### config.mk
export PLATFORM = sky130hd
export DESIGN_NAME = alu16_seq
export DESIGN_NICKNAME = d
export VERILOG_FILES = /design/src/rtl/alu16_seq.sv
export SDC_FILE = /design/constraint.sdc
export NUM_CORES = 1
export LEC_CHECK = 0
export CAP_MARGIN = 20
export CORE_MARGIN = 3
export CORE_UTILIZATION = 47
export CTS_CLUSTER_DIAMETER = 30
export DETAILED_ROUTE_END_ITERATION = 12
export GPL_TIMING_DRIVEN = 0
export PLACE_DENSITY = 0.81
export SLEW_MARGIN = 20
export SYNTH_ARGS = -nofsm -noshare
export SYNTH_HDL_FRONTEND = slang
export SYNTH_SLANG_ARGS = --single-unit
export TNS_END_PERCENT = 5
### constraint.sdc
create_clock -name clk -period 1.7 [get_ports clk]
set_input_delay 0.17 -clock clk [delete_from_list [all_inputs] [get_ports clk]]
set_output_delay 0.17 -clock clk [all_outputs]
set_load 0.005 [all_outputs]
### src/rtl/alu16_seq.sv
// 16-bit ADD/ADC/SBC/SUB sequencer driving a shared combinational alu8 in two
// byte passes (low byte, then high byte with chained carry) and composing Z80 flags.
`ifndef ALU_FUNC_ADD
`define ALU_FUNC_ADD 4'd0
`define ALU_FUNC_ADC 4'd1
`define ALU_FUNC_SUB 4'd2
`define ALU_FUNC_SBC 4'd3
`endif

module alu16_seq #(
    parameter int SUB_C_BORROW = 1
) (
    input  logic        clk,
    input  logic        reset_n,
    input  logic        start,
    input  logic [1:0]  op,
    input  logic [15:0] a,
    input  logic [15:0] b,
    input  logic [7:0]  f_in,
    output logic        busy,
    output logic        done,
    output logic [15:0] result,
    output logic [7:0]  f_out,
    output logic [7:0]  alu_x,
    output logic [7:0]  alu_y,
    output logic [3:0]  alu_func,
    output logic [7:0]  alu_f_in,
    input  logic [7:0]  alu_out,
    input  logic [7:0]  alu_f
);

    localparam logic [1:0] IDLE = 2'd0;
    localparam logic [1:0] LO   = 2'd1;
    localparam logic [1:0] HI   = 2'd2;
    localparam logic [1:0] DONE = 2'd3;

    localparam logic [1:0] OP_ADD16 = 2'b00;
    localparam logic [1:0] OP_ADC16 = 2'b01;
    localparam logic [1:0] OP_SBC16 = 2'b10;

    logic [1:0]  state;
    logic [15:0] a_q;
    logic [15:0] b_q;
    logic [7:0]  f_q;
    logic [1:0]  op_q;
    logic [7:0]  lo_res;
    logic        lo_c;
    logic        lo_z;
    logic        is_sub;
    logic        c_out;
    logic [7:0]  f_next;

    assign is_sub = op_q[1];
    assign busy   = (state == LO) || (state == HI);
    assign done   = (state == DONE);

    always_comb begin
        alu_x    = '0;
        alu_y    = '0;
        alu_func = `ALU_FUNC_ADD;
        alu_f_in = '0;
        case (state)
            LO: begin
                alu_x    = a_q[7:0];
                alu_y    = b_q[7:0];
                alu_f_in = f_q;
                case (op_q)
                    OP_ADD16: alu_func = `ALU_FUNC_ADD;
                    OP_ADC16: alu_func = `ALU_FUNC_ADC;
                    OP_SBC16: alu_func = `ALU_FUNC_SBC;
                    default:  alu_func = `ALU_FUNC_SUB;
                endcase
            end
            HI: begin
                alu_x    = a_q[15:8];
                alu_y    = b_q[15:8];
                alu_func = is_sub ? `ALU_FUNC_SBC : `ALU_FUNC_ADC;
                // alu8 reports subtract carry as no-borrow; SBC consumes it as borrow
                alu_f_in = {f_q[7:1], is_sub ? ~lo_c : lo_c};
            end
            default: ;
        endcase
    end

    always_comb begin
        c_out = (is_sub && (SUB_C_BORROW != 0)) ? ~alu_f[0] : alu_f[0];
        if (op_q == OP_ADD16)
            f_next = {f_q[7], f_q[6], f_q[5], alu_f[4], f_q[3], f_q[2], 1'b0, alu_f[0]};
        else
            f_next = {alu_f[7], lo_z & alu_f[6], f_q[5], alu_f[4], f_q[3],
                      alu_f[2], alu_f[1], c_out};
    end

    always_ff @(posedge clk) begin
        if (!reset_n) begin
            state  <= IDLE;
            a_q    <= '0;
            b_q    <= '0;
            f_q    <= '0;
            op_q   <= '0;
            lo_res <= '0;
            lo_c   <= 1'b0;
            lo_z   <= 1'b0;
            result <= '0;
            f_out  <= '0;
        end else begin
            case (state)
                LO: begin
                    lo_res <= alu_out;
                    lo_c   <= alu_f[0];
                    lo_z   <= alu_f[6];
                    state  <= HI;
                end
                HI: begin
                    result <= {alu_out, lo_res};
                    f_out  <= f_next;
                    state  <= DONE;
                end
                default: begin
                    if (start) begin
                        a_q   <= a;
                        b_q   <= b;
                        f_q   <= f_in;
                        op_q  <= op;
                        state <= LO;
                    end else begin
                        state <= IDLE;
                    end
                end
            endcase
        end
    end

endmodule

-- Yosys cells after proc, flatten, opt, wreduce, memory -nomap -nowiden
Index checks and enable logic that the tools add are counted.
- shifts and indexed selects: 0
- equality and inequality tests: 5
- reduce and logical (&&, ||, !) cells: 4
- $add $sub $neg: 0
- bitwise logic cells: 4
- div/mod/pow operators: 0
- multiplexer cells: 11
- multipliers: 0
- magnitude comparators: 0
- operator list (kind ; number):
    one-hot mux 8 bit (2 select lines) ; 3
    two-way mux 8 bit ; 1
    one-hot mux 2 bit (2 select lines) ; 2
    == test 2 bit, second input constant ; 3
    one-hot mux 2 bit (3 select lines) ; 1
    == test 2 x 1 -> 1 bit, second input constant ; 2
    two-way mux 1 bit ; 3
    NOT 1 bit ; 3
    logical NOT 2 bit ; 1
    two-way mux 2 bit ; 1
    AND reduction 2 bit ; 1
    OR reduction 2 bit ; 1
    bitwise AND 1 bit ; 1
    logical OR 1 bit ; 1
- ROM bits: 0
- bits in latches: 0
- bits of input ports: 61
- RAM bits: 0
- word-level logic and storage cells: 34
- register bits: 78
- output and inout port bits: 54
- memories: 0

-- Longest topological paths before layout
Gate-level depths: netlist of the first run.
- depth in word-level cells: 4
- gate-level depth with buffers: 6

-- Worst setup path before layout of the first run
OpenSTA, ideal clock, no wires.
- path kind: register -> output
- from: reg state[0]
- to: out alu_x[0]
- data required time: 1.530 ns
- stages on the path, launching flop included: 7
- path slack: 0.196 ns
- path buffers: 2
- arrival: 1.334 ns
- cell sequence: dfxtp_1 -> inv_1 -> ha_1 -> nor2b_1 -> buf_2 -> buf_2 -> a22o_1
- longest elaborated chain between the ends: 2
- elaborated cells between the ends (all ways): 3
- classes of those cells: 2 x eq/ne; 1 x mux
- RTL lines (item ; line ; text):
    start, declared ; 41 ; logic [1:0] state;
    start signal, assigned ; 96 ; state <= IDLE;
    start signal, assigned ; 112 ; state <= HI;
    start signal, assigned ; 117 ; state <= DONE;
    == test 2 bit or == test 2 x 1 -> 1 bit (tied branches) ; 62 ; case (state)
    one-hot mux 8 bit (2 select lines) * ; 62 ;
    end, declared ; 24 ; output logic [7:0] alu_x,
Mark *: on every way between the ends. The rest lies on a longest branch, timed or not.

-- Worst setup path in the final report of the first run
- from: reg state[0]
- to: out alu_f_in[6]
- longest elaborated chain between the ends: 2
- elaborated cells between the ends (all ways): 3
- classes of those cells: 2 x eq/ne; 1 x mux
- RTL lines (item ; line ; text):
    == test 2 bit or == test 2 x 1 -> 1 bit (tied branches) ; 62 ;
    one-hot mux 8 bit (2 select lines) * ; 62 ;
    end, declared ; 27 ; output logic [7:0] alu_f_in,
Marks and branches as above.

==> results of run 1 <==
-- cells by family (layout without fill, tap and decap cells) --
logic type,Yosys count,count (layout),synth area share [%]
XOR/XNOR,1,1,0.240
other,1,2,0.103
buffers and inverters,45,179,6.21
AND/OR/NAND/NOR,93,93,15.8
AO/OA/AOI/OAI,115,115,23.6
multiplexers,31,31,8.50
adder cells (fa/ha/maj),8,8,2.74
flip-flops,78,78,42.8
-- cell usage after synthesis (3+ instances only) --
cell	instances
clkbuf_2	4
buf_2	21
a21boi_0	42
dfxtp_1	78
nand2_1	3
clkbuf_1	9
and2_1	8
mux2i_1	31
o21a_1	43
ha_1	8
o21ai_0	5
nor2b_1	33
and3_1	42
inv_1	5
nand2b_1	3
a21oi_1	4
a22o_1	16
buf_4	5
-- registers in the layout (all words and copies together) (netlist names) --
signal  flops
b_q        16
lo_z        1
op_q        2
a_q        16
lo_c        1
lo_res      8
state       2
f_out       8
result     16
f_q         8
-- cell usage in the layout (no fill, tap or decap), types with 2 or more instances in the layout --
master and count:
a21oi_1 2, a21oi_2 2, bufinv_16 3, buf_6 14
nor2b_1 32, o21ai_0 4, mux2i_1 31, clkbuf_2 4
and3_1 42, and2_1 4, a22o_1 16, dfxtp_1 75
clkbuf_1 8, a21boi_0 42, clkdlybuf4s50_1 80, buf_2 35
inv_1 3, ha_2 2, conb_1 2, ha_4 2
ha_1 4, nand3b_1 2, nand2b_1 3, and2_4 4
buf_4 13, nand2_1 3, clkinv_4 2, clkbuf_8 9
dlygate4sd2_1 3, o21a_1 43, dfxtp_4 2
-- critical path, delay by kind of cell (launching register included) --
| family | cells | cell delay (ns) |
|---|---|---|
| simple gates | 1 | 0.15 |
| buf+inv | 4 | 0.38 |
| compound gates | 1 | 0.17 |
| fa+ha+maj | 1 | 0.29 |
| flops | 1 | 0.37 |
-- per-layer routing --
| layer | vias up | track usage, % |
|---|---|---|
| met5 | - | 0 |
| met1 | 1485 | 28.0 |
| met4 | 0 | 7.34 |
| li1 | 1558 | - |
| met3 | 14 | 4.57 |
| met2 | 116 | 36.1 |
-- cell type report --
cell class | instances | area share (%)
inverter | 5 | 0.409
buffer | 39 | 4.55
sequential | 78 | 30.2
clock buffer | 9 | 2.38
tap | 99 | 2.38
timing repair buffer | 119 | 20.7
clock inverter | 7 | 2.33
multi-input combinational | 250 | 37.0
-- power groups by stage --
| stage | sequential (mW) | combinational (mW) | clock [mW] |
|---|---|---|---|
| 2_1_floorplan | 2.10 | 0.668 | 0 |
| 3_3_place_gp | 2.11 | 1.08 | 0 |
| 3_5_place_dp | 2.12 | 1.10 | 0 |
| 4_1_cts | 2.08 | 1.22 | 1.70 |
| 5_1_grt | 2.10 | 1.34 | 1.76 |
| 6_report | 2.08 | 1.23 | 1.68 |
-- path summary, 6_finish.rpt --
| kind | start | end | slack (ns) | depth (start not counted) |
|---|---|---|---|---|
| max | state[0] | alu_f_in[6] | -0.18 | 7 |
| min | start | op_q[1] | 0.30 | 3 |
| max reg2reg | state[0] | a_q[5] | 0.14 | 7 |
| min reg2reg | f_out[1] | f_out[1] | 0.51 | 2 |
-- what timing repair did --
| action | in CTS | in global routing |
|---|---|---|
| cloned | 1 | 0 |
| pin swaps | 21 | 2 |
| buffers inserted | 10 | 0 |
| resized for setup | 141 | 8 |
| endpoints found under the setup margin | 27 | 27 |
==> impl_metrics.env, run 1 <==
export IMPL_status="finished, violations left"
export IMPL_violations="negative setup slack"
export IMPL_dr_wl_met3_um=595
export IMPL_yosys_most_used_dff="dfxtp_1"
export IMPL_slew_viol_final=0
export IMPL_diodes=0
export IMPL_switching_share_pct=27.1
export IMPL_clk_pin_slew_ns=0.08
export IMPL_dp_cells=580
export IMPL_cts_sinks=78
export IMPL_multi_input_area_mm2=0.00193
export IMPL_pwr_share_clk_pct=33.7
export IMPL_drt_iter0_drc=85
export IMPL_clock_fmax_mhz=531
export IMPL_antenna_found_initial=0
export IMPL_dr_wl_met2_um=4490
export IMPL_wl_um=9470
export IMPL_first_global_vias=3085
export IMPL_timing_setup_tns_ns=-3.66
export IMPL_cts_buffer_depth=2
export IMPL_skew_ns=0.00712
export IMPL_drive_above_1_share_pct=19.7
export IMPL_ir_drop_v=0.000512
export IMPL_yosysSeqAreaShare_pct=42.8
export IMPL_seq_area_mm2=0.00157
export IMPL_hold_buffers=0
export IMPL_hold_class="in -> reg"
export IMPL_grt_pass1_wl_um=15000
export IMPL_critPathKind="reg -> out"
export IMPL_end_kind="primary output"
export IMPL_finalWeightedCongestion=0.838
export IMPL_final_nets=571
export IMPL_p_int_mw=3.64
export IMPL_io_pins=115
export IMPL_vias_per_cell=5.24
export IMPL_required_ns=1.53
export IMPL_critPathMostFrequentCell="buf_6"
export IMPL_yosysWarnings=0
export IMPL_syn_avg_cell_area_um2=9.81
export IMPL_synth_distinct_cells=29
export IMPL_wl_per_cell_um=15.6
export IMPL_cts_tree="built"
export IMPL_finalNonFillerCells=606
export IMPL_drv_cap=0
export IMPL_dpl_worst_slack_ns=-0.515
export IMPL_crit_slowest_cell="dfxtp_4"
export IMPL_htreeDepth=3
export IMPL_vias=3173
export IMPL_syn_area_mm2=0.00365
export IMPL_ys_seq_elements=78
export IMPL_drcViolationCount=0
export IMPL_post_route_period_util_pct=111
export IMPL_synth_edf_count=0
export IMPL_rsz0062_at_grt="true"
export IMPL_dr_pass1_iters=4
export IMPL_ys_top_cells_by_area="dfxtp_1 43%, o21a_1 8.8%, a21boi_0 8.6%"
export IMPL_seqPwrFrac_pct=41.7
export IMPL_grt_overflow=0
export IMPL_post_route_min_period_ns=1.88
export IMPL_grt_max_degree=15
export IMPL_fillers=574
export IMPL_insertion_delay_ns=0.35
export IMPL_synth_top_area_cell="dfxtp_1"
export IMPL_power_per_cell_area_mw_per_mm2=961
export IMPL_area_growth_pct=42.5
export IMPL_setup_viol=26
export IMPL_netlist_instances=372
export IMPL_synth_top_area_share_pct=42.8
export IMPL_dp_hpwl_um=6570
export IMPL_synthArstFlopShare_pct=0
export IMPL_power_leakage_nw=2.17
export IMPL_maxUsedRoutingLayer="met4"
export IMPL_startpoint_type="register"
export IMPL_start_util_pct=49.3
export IMPL_hold_violations=0
export IMPL_cts_buffers=9
export IMPL_cp_arrival_ns=1.71
export IMPL_cp_cell_sequence="inv_4, ha_4, buf_6, o21ba_4, buf_6, and2_4, buf_6"
export IMPL_drtAntennaViolNets=0
export IMPL_fin_ws_ns=-0.184
export IMPL_hold_ws_ns=0.296
export IMPL_m1WireLength_um=4270
export IMPL_die_area_mm2=0.00886
export IMPL_power_mw=5.00
export IMPL_critPathMaxFanout=4
export IMPL_p_sw_mw=1.35
export IMPL_coreArea_mm2=0.00741
export IMPL_dieHeight_um=94.1
export IMPL_die_width_um=94.1
export IMPL_p_comb_share_pct=24.7
export IMPL_final_cell_area_mm2=0.00520
export IMPL_row_count=31
export IMPL_slowest_delay_ns=0.37
export IMPL_placed_area_mm2=0.00486
export IMPL_port_buffers=108
export IMPL_grt_usage_pct=21.8
export IMPL_postLayoutCoreUtil_pct=70.2
export IMPL_clock_root_buffer="clkbuf_8"
Power figures use the tool's default switching activity.
==> run 2, diff against run 1 <==
- CTS_CLUSTER_SIZE: default -> 8
==> results of run 2 <==
Final layout, timing and power as in run 1 (identical DEF).
==> run 3, diff against run 2 <==
- HOLD_SLACK_MARGIN: default -> 0.15
==> results of run 3 <==
Final layout, timing and power as in run 1 (identical DEF).
